[src/rtl/bcd_sub_serial_if.sv]
// Handshake and operand/result bundle for the digit-serial BCD subtractor.
// The master side (datapath controller) drives start and the operands.
// The slave side (the subtractor) returns status and the result.
interface bcd_sub_serial_if #(
  parameter int DIGITS = 4
);
  logic                  start;
  logic [4*DIGITS-1:0]   a;
  logic [4*DIGITS-1:0]   b;
  logic                  busy;
  logic                  done;
  logic [4*DIGITS-1:0]   diff;
  logic                  borrow;
  logic                  neg;

  modport master (
    output start, a, b,
    input  busy, done, diff, borrow, neg
  );

  modport slave (
    input  start, a, b,
    output busy, done, diff, borrow, neg
  );
endinterface

[src/rtl/bcd_sub_serial.sv]
// Digit-serial BCD subtractor: diff = A - B, one decimal digit per clock,
// least-significant digit first.
//
// Operands are held in shift registers that are consumed from the low end.
// Result digits enter diff from the top, so after DIGITS shifts diff holds
// the packed result in the correct order.
//
// Optional feature macro: BCD_SUB_SIGNMAG_EN
//   When defined, a negative result (A < B) is ten's-complemented in an extra
//   NEG pass. This yields the magnitude with neg=1.
//   When undefined, the NEG state does not exist, neg is tied low, and A < B
//   wraps modulo 10^DIGITS with borrow=1.
module bcd_sub_serial #(
  parameter int DIGITS = 4
) (
  input  logic             clk,
  input  logic             rst,
  bcd_sub_serial_if.slave  bus
);

  localparam int W  = 4 * DIGITS;
  localparam int CW = $clog2(DIGITS + 1);
  localparam logic [CW-1:0] LAST_IDX = CW'(DIGITS - 1);

`ifdef BCD_SUB_SIGNMAG_EN
  typedef enum logic [1:0] {IDLE, SUB, NEG, DONE} state_t;
`else
  typedef enum logic [1:0] {IDLE, SUB, DONE} state_t;
`endif

  state_t          state_q;
  state_t          state_d;
  logic [CW-1:0]   idx_q;
  logic            bw_q;
  logic [W-1:0]    a_sh_q;
  logic [W-1:0]    b_sh_q;
  logic [W-1:0]    diff_q;
  logic            borrow_q;
  logic            done_q;
  logic [4:0]      sub_res;
  logic [W-1:0]    sub_shift;
`ifdef BCD_SUB_SIGNMAG_EN
  logic            neg_q;
  logic [4:0]      neg_res;
  logic [W-1:0]    neg_shift;
`endif

  // One BCD digit of x - y - bin.
  // Returns {borrow_out, digit}, using the +10 correction when the raw
  // difference is negative.
  function automatic logic [4:0] digit_sub(input logic [3:0] x,
                                           input logic [3:0] y,
                                           input logic       bin);
    logic [4:0] t;
    t = {1'b0, x} - {1'b0, y} - {4'b0000, bin};
    if (t[4]) digit_sub = {1'b1, t[3:0] + 4'd10};
    else      digit_sub = {1'b0, t[3:0]};
  endfunction

  // Per-digit arithmetic, next-state logic and the shift-in value for diff.
  always_comb begin
    state_d   = state_q;
    sub_res   = digit_sub(a_sh_q[3:0], b_sh_q[3:0], bw_q);
    sub_shift = diff_q >> 4;
    sub_shift[W-1 -: 4] = sub_res[3:0];
`ifdef BCD_SUB_SIGNMAG_EN
    neg_res   = digit_sub(4'd0, diff_q[3:0], bw_q);
    neg_shift = diff_q >> 4;
    neg_shift[W-1 -: 4] = neg_res[3:0];
`endif
    case (state_q)
      IDLE: if (bus.start) state_d = SUB;
      SUB: begin
        if (idx_q == LAST_IDX) begin
`ifdef BCD_SUB_SIGNMAG_EN
          state_d = sub_res[4] ? NEG : DONE;
`else
          state_d = DONE;
`endif
        end
      end
`ifdef BCD_SUB_SIGNMAG_EN
      NEG:  if (idx_q == LAST_IDX) state_d = DONE;
`endif
      DONE: state_d = IDLE;
      default: state_d = IDLE;
    endcase
  end

  // State register and datapath.
  // The borrow register is reused as the negation borrow during NEG.
  // done is registered so that it pulses in the cycle after DONE.
  always_ff @(posedge clk) begin
    if (rst) begin
      state_q  <= IDLE;
      idx_q    <= '0;
      bw_q     <= 1'b0;
      a_sh_q   <= '0;
      b_sh_q   <= '0;
      diff_q   <= '0;
      borrow_q <= 1'b0;
      done_q   <= 1'b0;
`ifdef BCD_SUB_SIGNMAG_EN
      neg_q    <= 1'b0;
`endif
    end else begin
      state_q <= state_d;
      done_q  <= 1'b0;
      case (state_q)
        IDLE: begin
          if (bus.start) begin
            a_sh_q   <= bus.a;
            b_sh_q   <= bus.b;
            idx_q    <= '0;
            bw_q     <= 1'b0;
            borrow_q <= 1'b0;
`ifdef BCD_SUB_SIGNMAG_EN
            neg_q    <= 1'b0;
`endif
          end
        end
        SUB: begin
          a_sh_q <= a_sh_q >> 4;
          b_sh_q <= b_sh_q >> 4;
          diff_q <= sub_shift;
          bw_q   <= sub_res[4];
          idx_q  <= idx_q + CW'(1);
          if (idx_q == LAST_IDX) begin
            borrow_q <= sub_res[4];
            idx_q    <= '0;
            bw_q     <= 1'b0;
`ifdef BCD_SUB_SIGNMAG_EN
            if (sub_res[4]) neg_q <= 1'b1;
`endif
          end
        end
`ifdef BCD_SUB_SIGNMAG_EN
        NEG: begin
          diff_q <= neg_shift;
          bw_q   <= neg_res[4];
          idx_q  <= idx_q + CW'(1);
          if (idx_q == LAST_IDX) begin
            idx_q <= '0;
            bw_q  <= 1'b0;
          end
        end
`endif
        DONE: done_q <= 1'b1;
        default: ;
      endcase
    end
  end

  assign bus.busy   = (state_q != IDLE);
  assign bus.done   = done_q;
  assign bus.diff   = diff_q;
  assign bus.borrow = borrow_q;
`ifdef BCD_SUB_SIGNMAG_EN
  assign bus.neg    = neg_q;
`else
  assign bus.neg    = 1'b0;
`endif

endmodule

[src/flat_wrapper.sv]
// flat-port wrapper written by rule: the top's interface ports become plain ports
module bcd_sub_serial_flat 
#(
  parameter int DIGITS = 4
)
  (clk, rst, bus_start, bus_a, bus_b, bus_busy, bus_done, bus_diff, bus_borrow, bus_neg);
  bcd_sub_serial_if #(.DIGITS(DIGITS)) bus_i ();
  input  logic clk;
  input  logic rst;
  input wire logic [$bits(bus_i.start)-1:0] bus_start;
  input wire logic [$bits(bus_i.a)-1:0] bus_a;
  input wire logic [$bits(bus_i.b)-1:0] bus_b;
  output wire logic [$bits(bus_i.busy)-1:0] bus_busy;
  output wire logic [$bits(bus_i.done)-1:0] bus_done;
  output wire logic [$bits(bus_i.diff)-1:0] bus_diff;
  output wire logic [$bits(bus_i.borrow)-1:0] bus_borrow;
  output wire logic [$bits(bus_i.neg)-1:0] bus_neg;
  assign bus_i.start = bus_start;
  assign bus_i.a = bus_a;
  assign bus_i.b = bus_b;
  assign bus_busy = bus_i.busy;
  assign bus_done = bus_i.done;
  assign bus_diff = bus_i.diff;
  assign bus_borrow = bus_i.borrow;
  assign bus_neg = bus_i.neg;
  bcd_sub_serial #(.DIGITS(DIGITS)) u_core (.clk(clk), .rst(rst), .bus(bus_i));
endmodule
[config.mk]
export PLATFORM = sky130hd
export DESIGN_NAME = bcd_sub_serial_flat
export DESIGN_NICKNAME = d
export VERILOG_FILES = /design/src/rtl/bcd_sub_serial_if.sv /design/src/rtl/bcd_sub_serial.sv /design/src/flat_wrapper.sv
export SDC_FILE = /design/constraint.sdc
export NUM_CORES = 1
export LEC_CHECK = 0
export ABC_CLOCK_PERIOD_IN_PS = 4059
export BUFFER_PORTS_ARGS = -buffer_cell sky130_fd_sc_hd__buf_4
export CELL_PAD_IN_SITES_DETAIL_PLACEMENT = 0
export CELL_PAD_IN_SITES_GLOBAL_PLACEMENT = 1
export CORE_ASPECT_RATIO = 0.8
export CORE_MARGIN = 1.5
export CORE_UTILIZATION = 43
export CTS_BUF_LIST = sky130_fd_sc_hd__clkbuf_4 sky130_fd_sc_hd__clkbuf_8
export CTS_CLUSTER_DIAMETER = 120
export DETAILED_ROUTE_END_ITERATION = 12
export GPL_TIMING_DRIVEN = 0
export PLACE_DENSITY_LB_ADDON = 0.1
export SLEW_MARGIN = 20
export SYNTH_ARGS = -nofsm -noshare
export SYNTH_HDL_FRONTEND = slang
export SYNTH_SLANG_ARGS = --single-unit
[constraint.sdc]
create_clock -name clk -period 4.06 [get_ports clk]
set_input_delay 0.812 -clock clk [delete_from_list [all_inputs] [get_ports clk]]
set_output_delay 0.812 -clock clk [all_outputs]
set_load 0.005 [all_outputs]
==> After elaboration in Yosys (flattened, before gate mapping) <==
Index checks and enable logic that the tools add are counted.
{ "totals": {"elab_cells": 40, "ff_bits": 56, "out_inout_bits": 20} }
{ "op_classes": {"n_reduce_logical": 6, "addsub": 4, "n_eq_ne": 5, "mux": 17} }
{ "op_table": {"columns": ["op", "count"], "rows": [
  ["one-hot mux 16 bit (2 select lines)", 2],
  ["two-way mux 16 bit", 2],
  ["two-way mux 3 bit", 2],
  ["one-hot mux 3 bit (2 select lines)", 1],
  ["two-way mux 5 bit", 1],
  ["subtractor 4 x 4 -> 5 bit", 1],
  ["subtractor 5 x 1 -> 5 bit", 1],
  ["adder 4 bit (second input constant)", 1],
  ["two-way mux 1 bit", 4],
  ["two-way mux 2 bit", 2],
  ["one-hot mux 1 bit (2 select lines)", 2],
  ["one-hot mux 2 bit (2 select lines)", 1],
  ["AND reduction 2 bit", 2],
  ["nonzero test 2 bit", 2],
  ["adder 3 x 1 -> 3 bit (second input constant)", 1],
  ["equality test 3 x 2 -> 1 bit (second input constant)", 1],
  ["AND reduction 3 bit", 1],
  ["equality test 2 x 1 -> 1 bit (second input constant)", 1],
  ["equality test 2 bit (second input constant)", 1],
  ["logical NOT 2 bit", 1],
  ["!= test 2 x 1 -> 1 bit (second input constant)", 1],
  ["!= test 2 bit (second input constant)", 1]
]} }

==> Longest topological paths before layout <==
{ "depth": {"ltp_word": 6, "mapped_depth": 8, "ltp_nobuf": 8} }

==> Worst setup path before layout <==
No wires, ideal clock.
{ "synth_timing": {"path_type": "register to register", "from": "register u_core.b_sh_q[0]", "to": "register u_core.diff_q[15], in the netlist u_core.bus.diff[15]", "path_stages_with_launch": 9, "setup_slack_ns": 1.784, "t_arrival_ns": 2.185, "n_path_buf": 0, "synth_period_minus_slack_ns": 2.276, "cell_sequence": "dfxtp_1 > inv_1 > fa_1 > fa_1 > nand2b_1 > a21oi_2 > xnor2_1 > or3_1 > a311oi_1"} }
{ "synth_between": {"elab_chain_cells": 4} }
{ "synth_rtl": {"columns": ["element", "line", "text"], "rows": [
  ["from (decl)", "bcd_sub_serial.sv:36", "logic [W-1:0] b_sh_q;"],
  ["from (signal assigned)", "bcd_sub_serial.sv:113", "b_sh_q <= bus.b;"],
  ["from (signal assigned)", "bcd_sub_serial.sv:124", "b_sh_q <= b_sh_q >> 4;"],
  ["subtractor 4 x 4 -> 5 bit *", "bcd_sub_serial.sv:55", "t = {1'b0, x} - {1'b0, y} - {4'b0000, bin};"],
  ["subtractor 5 x 1 -> 5 bit *", "bcd_sub_serial.sv:55", null],
  ["adder 4 bit", "bcd_sub_serial.sv:56", "if (t[4]) digit_sub = {1'b1, t[3:0] + 4'd10};"],
  ["two-way mux 5 bit *", "bcd_sub_serial.sv:56", null],
  ["to (signal assigned)", "bcd_sub_serial.sv:125", "diff_q <= sub_shift;"],
  ["to (decl)", "bcd_sub_serial.sv:37", "logic [W-1:0] diff_q;"]
]} }
Every way passes the cells marked *; elsewhere a longest branch is shown, timed or not.
A chain may end at the register's enable or synchronous reset.

==> Final worst setup path <==
Same ends and word-level chain as after synthesis.

==> tab_implementation.tex <==
\begin{tabular}{lr}
\hline
Metric & Value \\
\hline
\multicolumn{2}{l}{\textbf{Synth}} \\
\quad Warning count from the yosys run & 0 \\
\quad Average cell area after synthesis & 7.48 µm² \\
\quad Combinational family with the most area after synthesis & simple AND/OR/NAND/NOR gates \\
\quad Sequential cell area fraction in the yosys report & 43.6\% \\
\quad Synth top cells by count & nor2\_1 (90), dfxtp\_1 (56), a21oi\_1 (42) \\
\quad Most frequent cell after synthesis & nor2\_1 \\
\quad Fraction of synthesized area in multiplexers & 0\% \\
\quad Biggest area contributors in the synthesized netlist & dfxtp\_1 (44\%), nor2\_1 (13\%), a21oi\_1 (8.2\%), nor2b\_1 (6.3\%), nand2\_1 (4.1\%) \\
\quad Share of the synthesized netlist area taken by xor and xnor gates & 2.04\% \\
\quad Simple-Gate Fraction of Synth Area & 29.9\% \\
\quad Biggest area consumer among synthesized cells & dfxtp\_1 \\
\quad Compound-gate portion of the synthesized area & 14.3\% \\
\quad Post-synthesis sequential element count & 56 \\
\quad Cell variety after synth & 29 \\
\quad Yosys top cell area share & 43.6\% \\
\quad Cell Area, Synth & 2570 µm² \\
\quad Post-synth net total & 387 \\
\quad Number of synthesized flops with an enable pin & 0 \\
\quad Fraction of synthesis flops using an asynchronous set or reset pin & 0\% \\
\quad Main synth FF type & dfxtp\_1 \\
\quad Synthesized instance count & 344 \\
\quad Synth Area in Adders & 4.47\% \\
\multicolumn{2}{l}{\textbf{Timing}} \\
\quad Final critical path time including I/O delays and setup & 2.45 ns \\
\quad Highest clock frequency the design can meet & 409 MHz \\
\quad Worst-margin pin slew & 0.739 ns \\
\quad Final worst path period share & 60.3\% \\
\quad Total Negative Setup Slacks & 0 ns \\
\quad Number of endpoints failing setup at the final stage & 0 \\
\quad Max Clock Skew & 0.00777 ns \\
\quad Final-layout worst hold slack & 0.459 ns \\
\quad Worst max-slew margin expressed relative to the limit & 50.6\% \\
\quad Setup repair after global routing missed its margin & false \\
\quad Slew Viols, Final & 0 \\
\quad Final Hold Vio Count & 0 \\
\multicolumn{2}{l}{\textbf{Setup path}} \\
\quad Critical Path End Type & register \\
\quad Crit path required time & 4.28 ns \\
\quad Register-to-Register Setup Slack & 1.61 ns \\
\quad Terminus of the critical flop-to-flop path & u\_core.bus.diff[15]\$\_SDFFE\_PP0P\_ \\
\quad Worst setup path class & register to register \\
\quad Beginning of the worst register-to-register path & u\_core.b\_sh\_q[0]\$\_SDFFE\_PP0P\_ \\
\quad Depth of the worst register-to-register path & 8 \\
\quad Worst Path Max Fanout & 3 \\
\quad Critical Path Source Type & register \\
\quad Critical path arrival & 2.67 ns \\
\multicolumn{2}{l}{\textbf{Floorplan}} \\
\quad Die extent in x & 89.5 µm \\
\quad Die area & 6460 µm² \\
\quad Floorplan Core Area & 5620 µm² \\
\quad Die Ht & 72.2 µm \\
\quad Starting utilization of the core area & 45.8\% \\
\quad Total I/O pin count & 55 \\
\quad Site row count & 24 \\
\multicolumn{2}{l}{\textbf{Detailed routing}} \\
\quad Initial DRT Pass Iterations & 4 \\
\quad Ratio of routed vias to standard cells & 4.88 \\
\quad Drc violations & 0 \\
\quad Starting DRC count in detailed routing & 111 \\
\quad Post-detailed-route count of antenna-violating nets & 0 \\
\quad Vias & 2,334 \\
\quad Routed Wire Length & 6270 µm \\
\quad Average wire per standard cell & 13.1 µm \\
\multicolumn{2}{l}{\textbf{Min path}} \\
\quad Endpoint, Worst Hold & u\_core.bus.diff[0]\$\_SDFFE\_PP0P\_ \\
\quad Min-Delay Path Class & register to register \\
\quad Hold path startpoint & u\_core.bus.diff[0]\$\_SDFFE\_PP0P\_ \\
\quad WHS Path Cells & 2 \\
\multicolumn{2}{l}{\textbf{CTS}} \\
\quad Post-cts gate resize count & 0 \\
\quad Count of hold-fix buffers inserted at cts & 0 \\
\quad Deepest level of the CTS H-tree & 2 \\
\quad Register clock-pin slew on the reported worst setup and hold paths & 0.09 ns \\
\quad Num CTS Buffers & 5 \\
\quad Clock root buffer & clkbuf\_8 \\
\quad Setup repair bufs after CTS & 0 \\
\quad Sink count of the clock tree & 56 \\
\quad Longest Clk Path Bufs & 2 \\
\quad Clock insertion delay at the later pin of the skew report & 0.31 ns \\
\quad CTS tree & done \\
\multicolumn{2}{l}{\textbf{Finish}} \\
\quad Fraction of final layout cells with drive strength greater than 1 & 16.0\% \\
\quad Diode count & 0 \\
\quad Number of standard cells in the final layout excluding fillers & 478 \\
\quad Synth-to-layout area growth & 21.4\% \\
\quad NumNets Final & 445 \\
\multicolumn{2}{l}{\textbf{Outcome}} \\
\quad Run status & complete, no violations \\
\multicolumn{2}{l}{\textbf{Pwr}} \\
\quad Share of total power in sequential cells & 51.9\% \\
\quad Proportion of power drawn by combinational gates & 24.2\% \\
\quad Power Dens Cells & 377 nW/µm² \\
\quad Static Leakage & 1.35 nW \\
\quad Peak supply drop & 0.155 mV \\
\quad Net Sw Frac & 29.7\% \\
\quad Switching Power & 0.350 mW \\
\quad Portion of total power attributed to the clock network & 23.9\% \\
\quad Internal Pwr Total & 0.829 mW \\
\multicolumn{2}{l}{\textbf{Global routing}} \\
\quad Final global-route overflow total & 0 \\
\quad Wire length of the first global-routing pass & 10,200 µm \\
\quad Initial antenna violation count & 0 \\
\quad GRT Resource Usage Total & 20.7\% \\
\quad Vias in the first global route & 2,105 \\
\quad Pin count of the biggest net entering global routing & 15 \\
\multicolumn{2}{l}{\textbf{Job}} \\
\quad Count of max-cap constraint violations & 0 \\
\multicolumn{2}{l}{\textbf{Placed design}} \\
\quad Detailed placement HPWL & 4590 µm \\
\quad Cell total after placement & 473 \\
\quad Final estimated routing congestion in global placement & 0.767 \\
\quad Port bufs & 51 \\
\hline
\end{tabular}
## power by group through the flow
| stage | Clock, mW | Combinational [mW] | Sequential (mW) |
|---|---|---|---|
| after floorplan | 0 | 0.196 | 0.619 |
| after global placement | 0 | 0.282 | 0.623 |
| after detailed placement | 0 | 0.284 | 0.624 |
| after CTS | 0.288 | 0.286 | 0.611 |
| after global routing | 0.309 | 0.325 | 0.617 |
| final | 0.282 | 0.285 | 0.611 |
## sequential cells by signal, indices dropped and copies added (netlist names)
register,count
u_core.bus.done,1
u_core.a_sh_q,16
u_core.bw_q,1
u_core.b_sh_q,16
u_core.state_q,2
u_core.bus.diff,16
u_core.idx_q,3
u_core.bus.borrow,1
## logic make-up after synthesis
group	after synthesis
flip-flops	56
XOR/XNOR	6
buffers and inverters	36
adder cells (fa/ha/maj)	8
AO/OA/AOI/OAI	63
other	1
AND/OR/NAND/NOR	174
## cell usage in the layout, fill, tap and decap left out, drive strengths merged
| cell | instances |
|---|---|
| xnor2 | 3 |
| buf | 61 |
| nand2 | 28 |
| a211oi | 5 |
| o21ai | 2 |
| nor3b | 2 |
| fa | 2 |
| clkbuf | 22 |
| o221ai | 1 |
| or3 | 1 |
| nor3 | 21 |
| dfxtp | 56 |
| a311oi | 1 |
| inv | 9 |
| o31ai | 1 |
| conb | 1 |
| nor2b | 26 |
| xor2 | 3 |
| nor2 | 90 |
| ha | 6 |
| or2 | 2 |
| nand2b | 2 |
| a21oi | 43 |
| nand3b | 1 |
| nand3 | 1 |
| a22oi | 10 |
## critical path: stages, from the launching register on
cell and delay, ns:
dfxtp_1 0.32, inv_1 0.06, fa_1 0.50, fa_1 0.42, nand2b_1 0.17, a21oi_2 0.19, xnor2_1 0.12, or3_1 0.35
a311oi_1 0.24
## worst max-delay path by stage
stage,to,depth (start not counted),startpoint,slack (ns)
after floorplan,u_core.bus.diff[15]$_SDFFE_PP0P_,8,u_core.b_sh_q[0]$_SDFFE_PP0P_,1.78
after global placement,u_core.bus.diff[15]$_SDFFE_PP0P_,8,u_core.b_sh_q[0]$_SDFFE_PP0P_,1.67
final,u_core.bus.diff[15]$_SDFFE_PP0P_,8,u_core.b_sh_q[0]$_SDFFE_PP0P_,1.61
after detailed placement,u_core.bus.diff[15]$_SDFFE_PP0P_,8,u_core.b_sh_q[0]$_SDFFE_PP0P_,1.65
after global routing,u_core.bus.diff[15]$_SDFFE_PP0P_,8,u_core.b_sh_q[0]$_SDFFE_PP0P_,1.41
after CTS,u_core.bus.diff[15]$_SDFFE_PP0P_,8,u_core.b_sh_q[0]$_SDFFE_PP0P_,1.62
## routing by layer
layer	GRT usage [%]	vias up	part of all wire, %
met4	4.62	0	0.77
met5	0	-	0
li1	-	1235	-
met1	32.0	1047	54
met3	3.75	6	4.1
met2	29.9	46	41
## per-stage QoR
stage / cell area [µm²] / total power, mW / setup slack [ns] / util [%]
after CTS: 3120 / 1.18 / 1.62 / 55.6
after floorplan: 2570 / 0.816 / 1.78 / -
after detailed placement: 3050 / 0.908 / 1.65 / 54.4
final: 3120 / 1.18 / 1.61 / 55.6
after global placement: 3050 / 0.905 / 1.67 / 54.4
after global routing: 3120 / 1.25 / 1.41 / 55.6
## cell type report
| type | instances | area [µm²] |
|---|---|---|
| fill | 578 | 2490 |
| multi-input combinational | 252 | 1310 |
| sequential | 56 | 1120 |
| timing repair buffer | 51 | 383 |
| buffer | 27 | 110 |
| tap | 78 | 97.6 |
| clock buffer | 5 | 68.8 |
| inverter | 9 | 33.8 |
No activity file was read; power rests on OpenSTA's default activity.
